## src/rtl/bus_master_if.sv

```systemverilog
// bus_master_if
//   Bus-master front end between a core and the shared two-master bus.
//   Core commands are queued in a small FIFO. While work is pending the
//   block requests the bus (breq_), waits for the grant (bgrt_), and runs
//   one strobe/ready transaction per command. After MAX_BURST transactions
//   it releases the bus so the other master gets a turn.
//
//   Optional feature macro: BUSM_TIMEOUT_EN
//     defined   : an ACCESS that sees no bus_rdy_ for TIMEOUT cycles is
//                 aborted (head popped, rsp_err pulsed, no rsp_valid)
//     undefined : ACCESS waits indefinitely, rsp_err is tied low
//
//   Ports
//     clk, reset_                 clock, synchronous active-low reset
//     req_valid/req_ready         core command handshake (ready = FIFO not full)
//     req_rw/req_addr/req_wdata   command: 1 = read, address, write data
//     rsp_valid/rsp_rdata         one-cycle pulse with read data per read
//     rsp_err                     one-cycle abort pulse
//     breq_/bgrt_                 active-low bus request / grant
//     bus_as_/bus_rw/bus_addr/
//     bus_wdata/bus_rdata/bus_rdy_  strobe/ready bus transaction signals
//     busy                        FIFO non-empty or FSM not idle
module bus_master_if #(
  parameter int ADDR_W    = 30,
  parameter int DATA_W    = 32,
  parameter int DEPTH     = 4,
  parameter int MAX_BURST = 4,
  parameter int TIMEOUT   = 255
) (
  input  logic              clk,
  input  logic              reset_,
  input  logic              req_valid,
  output logic              req_ready,
  input  logic              req_rw,
  input  logic [ADDR_W-1:0] req_addr,
  input  logic [DATA_W-1:0] req_wdata,
  output logic              rsp_valid,
  output logic [DATA_W-1:0] rsp_rdata,
  output logic              rsp_err,
  output logic              breq_,
  input  logic              bgrt_,
  output logic              bus_as_,
  output logic              bus_rw,
  output logic [ADDR_W-1:0] bus_addr,
  output logic [DATA_W-1:0] bus_wdata,
  input  logic [DATA_W-1:0] bus_rdata,
  input  logic              bus_rdy_,
  output logic              busy
);

  localparam int PTR_W   = $clog2(DEPTH);
  localparam int CNT_W   = PTR_W + 1;
  localparam int BURST_W = $clog2(MAX_BURST + 1);
  localparam logic [BURST_W-1:0] MAX_BURST_C = BURST_W'(MAX_BURST);

  // Reject configurations the pointer arithmetic and counters cannot handle.
  if (DEPTH < 2 || (DEPTH & (DEPTH - 1)) != 0 || MAX_BURST < 1 || TIMEOUT < 1) begin : g_bad_cfg
    $error("bus_master_if: invalid DEPTH/MAX_BURST/TIMEOUT");
  end

  typedef enum logic [2:0] {IDLE, REQ, ACCESS, GAP, REL} state_t;

  state_t state_reg, state_next;

  logic [ADDR_W-1:0] addr_mem  [DEPTH];
  logic [DATA_W-1:0] wdata_mem [DEPTH];
  logic [DEPTH-1:0]  rw_mem;

  logic [PTR_W-1:0]   wr_ptr_reg, rd_ptr_reg;
  logic [CNT_W-1:0]   count_reg;
  logic [BURST_W-1:0] burst_cnt_reg;
  logic               rsp_valid_reg;
  logic [DATA_W-1:0]  rsp_rdata_reg;

  logic full, empty, push, pop, done_ok, done_err, head_rw, in_access;

  assign full      = (count_reg == CNT_W'(DEPTH));
  assign empty     = (count_reg == '0);
  assign req_ready = !full;
  // A push while full is refused even if a pop happens in the same cycle.
  assign push      = req_valid && !full;
  assign in_access = (state_reg == ACCESS);
  assign head_rw   = rw_mem[rd_ptr_reg];
  assign done_ok   = in_access && !bus_rdy_;
  assign pop       = done_ok || done_err;

`ifdef BUSM_TIMEOUT_EN
  localparam int TMO_W = ($clog2(TIMEOUT + 1) > 8) ? $clog2(TIMEOUT + 1) : 8;
  logic [TMO_W-1:0] tmo_cnt_reg;
  logic             rsp_err_reg;

  // Counts ACCESS cycles without ready; the TIMEOUT-th such cycle aborts.
  assign done_err = in_access && bus_rdy_ && (tmo_cnt_reg == TMO_W'(TIMEOUT - 1));
  assign rsp_err  = rsp_err_reg;

  always_ff @(posedge clk) begin
    if (!reset_) begin
      tmo_cnt_reg <= '0;
      rsp_err_reg <= 1'b0;
    end else begin
      rsp_err_reg <= done_err;
      if (in_access && !pop)
        tmo_cnt_reg <= tmo_cnt_reg + TMO_W'(1);
      else
        tmo_cnt_reg <= '0;
    end
  end
`else
  assign done_err = 1'b0;
  assign rsp_err  = 1'b0;
`endif

  // FIFO storage: data entries need no reset, only pointers and count do.
  always_ff @(posedge clk) begin
    if (push) begin
      addr_mem[wr_ptr_reg]  <= req_addr;
      wdata_mem[wr_ptr_reg] <= req_wdata;
      rw_mem[wr_ptr_reg]    <= req_rw;
    end
  end

  always_ff @(posedge clk) begin
    if (!reset_) begin
      state_reg     <= IDLE;
      wr_ptr_reg    <= '0;
      rd_ptr_reg    <= '0;
      count_reg     <= '0;
      burst_cnt_reg <= '0;
      rsp_valid_reg <= 1'b0;
      rsp_rdata_reg <= '0;
    end else begin
      state_reg     <= state_next;
      rsp_valid_reg <= done_ok && head_rw;
      if (done_ok && head_rw)
        rsp_rdata_reg <= bus_rdata;
      if (push)
        wr_ptr_reg <= wr_ptr_reg + PTR_W'(1);
      if (pop)
        rd_ptr_reg <= rd_ptr_reg + PTR_W'(1);
      case ({push, pop})
        2'b10:   count_reg <= count_reg + CNT_W'(1);
        2'b01:   count_reg <= count_reg - CNT_W'(1);
        default: count_reg <= count_reg;
      endcase
      if (state_reg == REL)
        burst_cnt_reg <= '0;
      else if (pop)
        burst_cnt_reg <= burst_cnt_reg + BURST_W'(1);
    end
  end

  // breq_/bus_as_ depend on the state register only, so they never glitch.
  always_comb begin
    state_next = state_reg;
    breq_      = 1'b1;
    bus_as_    = 1'b1;
    case (state_reg)
      IDLE: begin
        if (!empty) state_next = REQ;
      end
      REQ: begin
        breq_ = 1'b0;
        if (!bgrt_) state_next = ACCESS;
      end
      ACCESS: begin
        breq_   = 1'b0;
        bus_as_ = 1'b0;
        if (pop) state_next = GAP;
      end
      GAP: begin
        breq_ = 1'b0;
        if (!empty && burst_cnt_reg < MAX_BURST_C) state_next = ACCESS;
        else                                       state_next = REL;
      end
      REL: begin
        state_next = IDLE;
      end
      default: state_next = IDLE;
    endcase
  end

  // Bus qualifiers are zeroed outside ACCESS; inside they track the FIFO
  // head, which cannot change until the transaction completes.
  assign bus_rw    = in_access ? head_rw               : 1'b0;
  assign bus_addr  = in_access ? addr_mem[rd_ptr_reg]  : '0;
  assign bus_wdata = in_access ? wdata_mem[rd_ptr_reg] : '0;

  assign rsp_valid = rsp_valid_reg;
  assign rsp_rdata = rsp_rdata_reg;
  assign busy      = !empty || (state_reg != IDLE);

endmodule

```

## config.mk

```make
export PLATFORM = sky130hd
export DESIGN_NAME = bus_master_if
export DESIGN_NICKNAME = d
export VERILOG_FILES = /design/src/rtl/bus_master_if.sv
export SDC_FILE = /design/constraint.sdc
export NUM_CORES = 1
export LEC_CHECK = 0
export ABC_CLOCK_PERIOD_IN_PS = 6500
export CAP_MARGIN = 20
export CORE_MARGIN = 2
export CORE_UTILIZATION = 28
export CTS_CLUSTER_DIAMETER = 50
export DETAILED_ROUTE_END_ITERATION = 8
export PLACE_DENSITY_LB_ADDON = 0.3
export RECOVER_POWER = 50
export SLEW_MARGIN = 20
export SYNTH_ARGS = -nofsm -noshare
export SYNTH_HDL_FRONTEND = slang
export SYNTH_SLANG_ARGS = --single-unit
```

## constraint.sdc

```tcl
create_clock -name clk -period 6.5 [get_ports clk]
set_input_delay 1.3 -clock clk [delete_from_list [all_inputs] [get_ports clk]]
set_output_delay 1.3 -clock clk [all_outputs]
set_load 0.01 [all_outputs]
```

Word level (Yosys, flattened, before mapping) --
Memories as Yosys holds them, arrays and structs flattened. A register that Yosys moved wholly into a read port is not among the register bits. Index checks and enable logic that the tools add are counted.
Word-level totals: logic and storage cells 68, bits in writable memories 248, register bits 50, input bits 100, memories kept 2
Cells by class: bitwise gates (word level) 1, reductions and logical operators 16, $lt $le $gt $ge 4, mux-type cells 22, $add $sub $neg 5, equality and inequality tests 10
Memory list:
- wdata_mem | depth 4, width 32, rd ports 1, clocked after Yosys merged registers in 1, wr ports 1, line 66 | logic [DATA_W-1:0] wdata_mem [DEPTH];
- addr_mem | depth 4, width 30, rd ports 1, clocked after Yosys merged registers in 1, wr ports 1, line 65 | logic [ADDR_W-1:0] addr_mem [DEPTH];
Operators by type and width (number):
- $mux 32 | 1
- $mux 30 | 1
- $mux 3 | 4
- $pmux 3 s4 | 1
- $mux 2 | 4
- $mux 1 | 7
- $add 3x1->3 const B | 2
- $eq 3x2->1 const B | 2
- $eq 3x3->1 const B | 2
- $logic_not 3->1 | 2
- $lt 2x3->1 const B | 2
- $ne 2x2->1 const B | 3
- $pmux 3 s2 | 1
- $logic_and 1x1->1 | 5
- $add 2x1->2 const B | 2
- $bwmux 4 | 1
- $eq 3x1->1 const B | 1
- $logic_not 1->1 | 3
- $lt 3x3->1 const B | 1
- $reduce_and 3->1 | 1
- $reduce_bool 3->1 | 1
- $reduce_or 3->1 | 1
- $sub 3x1->3 const B | 1
- $bmux 1 s2 | 1
- other kinds (8) | 8

Logic depth before layout (Yosys ltp) --
depth after elaboration 5, gate-level depth with buffers 10

Worst setup path before layout --
No wires, ideal clock.
path kind input-to-reg, start in req_valid, end mem addr_mem[3][0] (enable), cell stages on the path 2, data arrival time 3.088 ns, setup time 0.428 ns, path slack 2.984 ns, path buffers 1, path through buf_1 > and3_1
Between the ends: word-level cells in the longest chain between the ends 3
Ends and longest elaborated chain:
- start: declaration | line 32 | input logic req_valid,
- $logic_and 1x1->1 | line 81 | assign push = req_valid && !full;
- $mux 1 | line 115 | if (push) begin
- $mux 1 (not written as such) | line 116 | addr_mem[wr_ptr_reg] <= req_addr;
- end: declaration | line 65
No other way between the ends.

==> metrics.txt <==
status=finished, violations left; failing checks=capacitance limit, slew limit; proportion of layout cells with a drive suffix above 1=0.164; core area=40900 um^2; maxcap violations=4; total number of vias=6356; Slew headroom=-0.828; I/O pin count=about 200; Largest register FFs=~130; Distinct cells, synth=33; Via density=between 4 and 5; Clock Latency Late Sink=between 0.5 and 0.6 ns; worst path arrival time=between 3 and 4 ns; cells resized by post-CTS repair=0; Final ANT Viol Nets=0; Tmin final=4.46 ns; Fmax achieved=between 200 and 250 MHz; Max VDD drop=~0.22 mV; RSZ-0062 raised after global routing=false; Yosys top cell area share=0.651; number of post-CTS setup repair buffers=0; post-synthesis register bit count=300; CTS Hold Bufs=0; Synth Area per Inst=~18 um^2; drt total wl=about 26000 um; post-DP HPWL=15100 um; DRT Pass-1 Iters=4; sequential fraction of the synthesis area=0.734; # setup viols final=0; first-pass GRT wire length=~41000 um; crit path kind=reg -> out; vias in the first global route=~6700; Reg clk slew, reported paths=approximately 0.05 ns; total global routing overflow=0; setup_tns=0 ns; Die Wd=about 210 um; Post-synth EDFFs=roughly 250; drt drc=0; Die Area=43200 um^2; Cells after Synth=640; P&R area growth vs syn=32.6%; Setup crit start kind=flip-flop; WL/cell=between 15 and 20 um; Iteration-0 DRC Markers=between 300 and 400; Yosys warnings=0; row count=74; All-Layer GR Usage=0.122; largest net degree at the start of global routing=73; Mapped Nets=747; initial antenna violation count=3; Worst Path Required=roughly 5.2 ns; Final #Nets=approximately 950; asr flop ratio synth=0; CTS Buf Count=40; Worst setup EP type=primary output; period utilization=0.686; critical path peak fanout=30; H-tree level count=2; leakage power=between 5 and 6 nW; Synth area leader=edfxtp_1; final hold violations=0; routability cong.=just under 0.7; initial core utilization=0.284; Area contributors post-synth=edfxtp_1 (65%), mux4_2 (12%), dfxtp_1 (8.3%); Cell Area, Placed=14100 um^2; port bufs=between 150 and 200; min-delay worst type=reg -> reg; Post-Syn Area=roughly 12000 um^2; fin. max-slew vios=~160; P per Cell Area=approximately 320 nW/um^2; Final Cell Area=15400 um^2; prevailing post-synth register cell=edfxtp_1; root buf cell=clkbuf_16; clk sinks=300; Die Y=roughly 210 um; CTS Buffer Depth=3; skew final=around 0.020 ns; Worst Tran Pin Value=~2.7 ns; TritonCTS clock tree=yes
## cell usage in the layout (no fill, tap or decap), types with 3 or more instances in the layout
master,count
edfxtp_1,252
clkdlybuf4s50_1,134
nand2_1,72
and3_1,68
dlygate4sd3_1,64
mux4_2,63
dfxtp_1,45
clkbuf_16,40
mux2i_1,32
a21oi_1,11
inv_1,10
buf_4,8
clkbuf_1,7
ha_1,6
clkinvlp_4,5
o21ai_0,4
nor2_1,4
clkinv_2,4
clkinv_4,4
diode_2,3
clkinv_8,3
nor3_1,3
or3_1,3
bufinv_16,3
## per-stage QoR
stage,std cells,power (mW),util,hold WS [ns],setup slack (ns)
floorplan,640,2.56,-,0.440,2.98
global placement,1335,2.86,0.345,0.441,2.49
detailed placement,1335,2.86,0.345,0.451,2.48
CTS,1405,5.00,0.377,0.458,1.88
global route,1406,5.11,0.376,0.471,1.76
finish,1408,4.92,0.377,0.455,2.04
## final timing paths
| check | from | cells after the start | slack (ns) | to |
|---|---|---|---|---|
| max | flip-flop | 4 | 2.04 | bus_wdata[27] |
| min reg2reg | rsp_rdata[9]$_SDFFE_PN0P_ | 2 | 0.45 | rsp_rdata[9]$_SDFFE_PN0P_ |
| min | rsp_rdata[9]$_SDFFE_PN0P_ | 2 | 0.45 | rsp_rdata[9]$_SDFFE_PN0P_ |
| max reg2reg | count_reg[0]$_SDFFE_PN0P_ | 3 | 3.34 | wdata_mem[3][11]$_DFFE_PP_ |
## where the power goes
part | switching, mW | internal [mW] | total, mW | leakage (nW)
combinational | 0.303 | 0.275 | 0.578 | 1.86
clock | 0.828 | 1.29 | 2.12 | 0.622
sequential | 0.0415 | 2.18 | 2.22 | 2.70
total | 1.17 | 3.75 | 4.92 | 5.18
## cells in the mapped netlist, drive strengths merged, types with 2 or more instances
cell type    n
inv         10
buf         17
o21ai        4
nand3        2
a21oi       11
nor2         5
nand2       72
dfxtp       48
edfxtp     252
mux2i       32
a21o         2
mux4        63
xor2         2
clkbuf      28
or3          3
nor3         3
ha           6
and3        69
## logic make-up (layout without fill, tap and decap cells)
logic type / count (synthesis) / in the layout / share of synthesized area
AND/OR/NAND/NOR: 158 / 158 / 0.0688
XOR/XNOR: 3 / 3 / 0.00226
adder cells (fa/ha/maj): 7 / 7 / 0.00818
flip-flops: 300 / 300 / 0.734
buffers and inverters: 56 / 289 / 0.0271
AO/OA/AOI/OAI: 20 / 20 / 0.0101
other: 1 / 4 / 0.000323
multiplexers: 95 / 95 / 0.150
## per-layer routing
layer  global-route usage  share of wire  up-vias
li1                     -              -     2918
met1                0.160           0.45     3181
met2                0.190           0.46      198
met3               0.0369          0.067       55
met4               0.0455          0.025        4
met5                    0         0.0010        -
## layout make-up
type | count | area [um^2]
inverter | 11 | 53.8
multi-input combinational | 284 | 2790
antenna | 3 | 7.51
tap | 532 | 666
sequential | 300 | 8540
fill | 3864 | 25500
clock buffer | 48 | 1050
timing repair buffer | 208 | 2050
clock inverter | 22 | 250
## critical path: stages (launching register included)
cell	delay, ns
dfxtp_4	0.76
buf_4	0.58
mux4_2	0.57
and3_1	0.19
clkdlybuf4s50_1	0.50
Power figures use the tool's default switching activity.
